--- src/rtl/pc_gen.sv ---
// pc_gen: registered fetch program counter with stall, exception/ERET
// redirection, decode-stage branch/jump/JR redirects, optional delay-slot
// flushing, misaligned-fetch flag and a saturating redirect counter.
module pc_gen #(
   parameter logic [31:0] RESET_PC   = 32'h0000_3000,
   parameter logic [31:0] EXC_VECTOR = 32'h0000_4180,
   parameter bit          DELAY_SLOT = 1'b1,
   parameter int unsigned CNT_W      = 16
) (
   input  logic             clk,
   input  logic             reset,
   input  logic             stall,
   input  logic             exc_req,
   input  logic             eret_req,
   input  logic [31:0]      epc,
   input  logic             valid_d,
   input  logic [2:0]       op_d,
   input  logic             br_taken_d,
   input  logic [31:0]      pc_d,
   input  logic [25:0]      imm_d,
   input  logic [31:0]      jr_target_d,
   output logic [31:0]      pc_f,
   output logic [31:0]      pc_f_plus4,
   output logic             adel_f,
   output logic             flush_d,
   output logic [31:0]      link_d,
   output logic [CNT_W-1:0] redir_cnt
);

   localparam logic [2:0] OP_BR = 3'd1;
   localparam logic [2:0] OP_J  = 3'd2;
   localparam logic [2:0] OP_JR = 3'd3;

   logic [31:0]      pc_f_q, pc_f_d;
   logic             adel_f_q, adel_f_d;
   logic [CNT_W-1:0] redir_cnt_q, redir_cnt_d;

   logic [31:0] pc_d_plus4;
   logic [31:0] br_offset;
   logic [31:0] redir_target;
   logic        redir;
   logic        redir_accept;

   // Decode-stage redirect detection and target selection
   always_comb begin
      pc_d_plus4   = pc_d + 32'd4;
      br_offset    = {{14{imm_d[15]}}, imm_d[15:0], 2'b00};
      redir        = 1'b0;
      redir_target = pc_d_plus4;
      case (op_d)
         OP_BR: begin
            redir        = valid_d & br_taken_d;
            redir_target = pc_d_plus4 + br_offset;
         end
         OP_J: begin
            redir        = valid_d;
            redir_target = {pc_d_plus4[31:28], imm_d, 2'b00};
         end
         OP_JR: begin
            redir        = valid_d;
            redir_target = jr_target_d;
         end
         default: begin
            redir        = 1'b0;
            redir_target = pc_d_plus4;
         end
      endcase
      redir_accept = redir & ~stall & ~exc_req & ~eret_req;
   end

   // Next-PC priority: exception, ERET, stall hold, redirect, sequential
   always_comb begin
      pc_f_d      = pc_f_q + 32'd4;
      redir_cnt_d = redir_cnt_q;
      if (exc_req) begin
         pc_f_d = EXC_VECTOR;
      end else if (eret_req) begin
         pc_f_d = epc;
      end else if (stall) begin
         pc_f_d = pc_f_q;
      end else if (redir) begin
         pc_f_d = redir_target;
      end
      adel_f_d = (pc_f_d[1:0] != 2'b00);
      if (redir_accept && (redir_cnt_q != {CNT_W{1'b1}})) begin
         redir_cnt_d = redir_cnt_q + CNT_W'(1);
      end
   end

   // State registers with immediate reset
   always_ff @(posedge clk or posedge reset) begin
      if (reset) begin
         pc_f_q      <= RESET_PC;
         adel_f_q    <= 1'b0;
         redir_cnt_q <= '0;
      end else begin
         pc_f_q      <= pc_f_d;
         adel_f_q    <= adel_f_d;
         redir_cnt_q <= redir_cnt_d;
      end
   end

   // Output drive; flush only exists without a delay slot
   always_comb begin
      pc_f       = pc_f_q;
      pc_f_plus4 = pc_f_q + 32'd4;
      adel_f     = adel_f_q;
      redir_cnt  = redir_cnt_q;
      flush_d    = redir_accept & ~DELAY_SLOT;
      link_d     = DELAY_SLOT ? (pc_d + 32'd8) : (pc_d + 32'd4);
   end

endmodule

--- config.mk ---
export PLATFORM = sky130hd
export DESIGN_NAME = pc_gen
export DESIGN_NICKNAME = d
export VERILOG_FILES = /design/src/rtl/pc_gen.sv
export SDC_FILE = /design/constraint.sdc
export NUM_CORES = 1
export LEC_CHECK = 0
export CELL_PAD_IN_SITES_DETAIL_PLACEMENT = 0
export CELL_PAD_IN_SITES_GLOBAL_PLACEMENT = 1
export CORE_UTILIZATION = 38
export CTS_CLUSTER_SIZE = 10
export DETAILED_ROUTE_END_ITERATION = 10
export DONT_BUFFER_PORTS = 1
export GPL_TIMING_DRIVEN = 0
export PLACE_DENSITY_LB_ADDON = 0.1
export SLEW_MARGIN = 20
export SYNTH_ARGS = -nofsm -noshare
export SYNTH_HDL_FRONTEND = slang
export SYNTH_SLANG_ARGS = --single-unit
--- constraint.sdc ---
create_clock -name clk -period 3 [get_ports clk]
set_input_delay 0.15 -clock clk [delete_from_list [all_inputs] [get_ports clk]]
set_output_delay 0.15 -clock clk [all_outputs]
set_load 0.005 [all_outputs]
==> qor.csv <==
metric;value;unit
Max-Cap Viols;0;
hold_ws;0.00327;ns
critical path's top delay family;simple AND/OR/NAND/NOR gates;
routed vias;7002;
CP Buf/Inv Count;3;
CTS Sinks;49;
f_max;334;MHz
CP max FO;6;
CP Class;primary input to flip-flop;
Std-Cell Rows;47;
Synth Register Bits;49;
Seq/Total Area, Yosys;18.9;%
top post-synthesis cells by count;nor2_1 (78), nand2_1 (77), a21oi_1 (67), xnor2_1 (67), o21ai_0 (52);
GPL Wtd Cong;0.902;
initial antenna violation count;1;
post-route DRC violation count;0;
Cell Area, Placed;6980;um^2
Critical Path Sink Type;flip-flop;
# placed instances;1075;
EDFF count, synth;0;
Final Hold Fails;0;
clock latency on the worst-skew pair;0.30;ns
largest net degree at the start of global routing;34;
skew final;0.00639;ns
Final min period;2.99;ns
Avg Inst Size Synth;7.63;um^2
final core occ;49.2;%
fin crit share;99.8;%
Die Ht;133;um
Syn. warnings;0;
worst stage delay on the critical path;0.41;ns
I/O pins;246;
Synth cell types;71;
dominant cell type by area after synthesis;dfrtp_1;
final setup violation count;0;
Hold Path Class;primary input to flip-flop;
count leader, synth;nor2_1;
crit path cell chain;clkbuf_16 > nand3_4 > nor3_4 > nand3_4 > nor2_4 > buf_12 > xor2_4 > ha_4 > and3_4 > and4_1 > o21ai_2 > o21ai_2 > o211ai_1 > buf_4 > a211oi_2 > or3_1 > a31oi_2 > o22ai_1;
relative slew slack;32.2;%
GRT Util Overall;28.3;%
r2r setup slk;0.16;ns
DPL Wire Length;20200;um
RSZ-0062 raised after global routing;yes;
Critical Path RT;3.16;ns
clock transition at the registers of the reported paths;0.08;ns
number of global-route vias before repair;6598;
DP Worst Slack;-0.822;ns
final WL;26300;um
DIE AREA;17700;um^2
grt total ovfl;0;
CTS tree;built;
internal power;1450;uW
fin worst setup slack;0.00736;ns
Sw Ratio;39.2;%
CTS max path bufs;2;
ys flop type;dfrtp_1;
drt wl/cell;22.9;um
Crit-path slowest cell;or3_1;
Syn Nets;1024;
share of layout cells above drive strength 1;21.6;%
Worst Setup Start Kind;primary input;
Max rail drop VDD;273;uV
static leakage;0.00334;uW
1st-pass router iterations;7;
first-pass GRT wire length;38600;um
Iter 0 DRT Violations;486;
initial core utilization;39.2;%
switching power;936;uW
Critical Path AT;3.15;ns
ys async rst share;100;%
Cell Pwr Density;292;nW/um^2
cell area after synthesis;6520;um^2
Synth Instances;854;
top post-synthesis cells by area;dfrtp_1 (18%), xnor2_1 (9.0%), ha_1 (7.1%);
area share of the largest cell type after synthesis;18.0;%
Comb power frac;42.0;%
post-route ant nets;0;
fin area;8190;um^2
outcome;completed;
port bufs;0;
Worst Max-Slew Pin Slew;1.01;ns
standard cell core area;16600;um^2
TritonCTS Buffers;5;
Clock power frac;25.1;%
htree depth;2;
routed vias/inst;6.10;
layout overhead on the synthesized area;25.6;%
Layout Cells excl Fill;1148;
# nets final;1096;
final slew viol count;0;
Sequential Power Share;32.9;%
clock root buffer;clkbuf_16;
Die X;133;um
## area by class of cell
class / instances / area, um^2
Antenna cell: 1 / 2.50
Buffer: 54 / 432
Inverter: 30 / 115
Multi-Input combinational cell: 721 / 5410
Clock buffer: 5 / 125
Tap cell: 220 / 275
Sequential cell: 49 / 1230
Clock inverter: 3 / 26.3
Fill cell: 1622 / 8450
Timing Repair Buffer: 65 / 568
## power by group through the flow
stage	combinational (uW)	sequential (uW)	clock, uW
final	1000	785	601
after global routing	1080	794	638
after CTS	911	784	610
after detailed placement	825	797	0
after global placement	815	795	0
after floorplan	624	774	0
## stage by stage
stage               total power, uW  TNS, ns
floorplan                      1400        0
global placement               1610    -9.48
detailed placement             1620   -10.04
CTS                            2310   -0.463
global route                   2510    -1.35
finish                         2390        0
## flip-flops by register name (all words and copies together), names as in the netlist
| name | cells |
|---|---|
| adel_f | 1 |
| pc_f | 32 |
| redir_cnt | 16 |
## worst register-to-register path: cells and delay by family, from the launching register on
family                   cells  cell delay [ns]
AO/OA/AOI/OAI                1             0.19
XOR/XNOR                     1             0.25
adder cells (fa/ha/maj)      1             0.35
flip-flops                   1             0.51
AND/OR/NAND/NOR              6             1.46
## per-layer routing
layer / vias up / wire length, um / GRT usage [%] / share of wire (%)
met5: - / 0 / 0 / 0
met4: 0 / 556 / 7.79 / 2.1
met3: 34 / 2170 / 5.52 / 8.3
met2: 354 / 13100 / 50.3 / 50
met1: 3371 / 10500 / 34.3 / 40
li1: 3243 / - / - / -
## worst paths after layout
check / startpoint / to / cells after the start
max: pc_d[5] / pc_f[20]$_DFFE_PP0P_ / 18
min: epc[2] / pc_f[2]$_DFFE_PP0P_ / 2
max reg2reg: pc_f[3]$_DFFE_PP0P_ / pc_f[28]$_DFFE_PP0P_ / 9
min reg2reg: redir_cnt[14]$_DFFE_PP0P_ / redir_cnt[14]$_DFFE_PP0P_ / 1
max in group asynchronous: reset / pc_f[12]$_DFFE_PP1P_ / 3
min in group asynchronous: reset / adel_f$_DFF_PP0_ / 2
## timing repair
action	in CTS	in global routing
hold buffers	6	0
pin swaps	56	64
buffers inserted	33	25
endpoints found under the setup margin	15	16
gates cloned	0	0
gates resized for setup	52	61
hold endpoints to repair	21	0
## placed cells by master (no fill, tap or decap), types with 8 or more instances in the layout
| cell type | netlist | final |
|---|---|---|
| nor2_1 | 78 | 72 |
| dfrtp_1 | 47 | 46 |
| nand2_1 | 77 | 72 |
| nand2b_1 | 12 | 12 |
| nand4_1 | 21 | 21 |
| xor2_1 | 50 | 46 |
| mux2_2 | 9 | 9 |
| o21ai_0 | 52 | 41 |
| nor3_1 | 17 | 13 |
| clkbuf_1 | 25 | 24 |
| a21o_1 | 13 | 13 |
| o221ai_1 | 12 | 10 |
| buf_4 | 10 | 58 |
| o211ai_1 | 12 | 12 |
| and3_1 | 17 | 15 |
| inv_1 | 30 | 28 |
| a21oi_2 | 0 | 8 |
| ha_1 | 37 | 26 |
| xnor2_1 | 67 | 62 |
| nand3_1 | 41 | 37 |
| a21oi_1 | 67 | 55 |
| mux2i_1 | 23 | 23 |
| a221oi_1 | 13 | 11 |
## cells by family after synthesis
kind of cell,Yosys count,synth area share (%)
AOI/OAI and AO/OA,225,22.2
xor gates and xnor gates,118,16.0
adders and majority gates,38,7.41
buffers and inverters,84,6.89
DFF,49,18.9
muxes,32,5.09
other,1,0.0575
and+or+nand+nor,307,23.5
No activity file was read; power rests on OpenSTA's default activity.
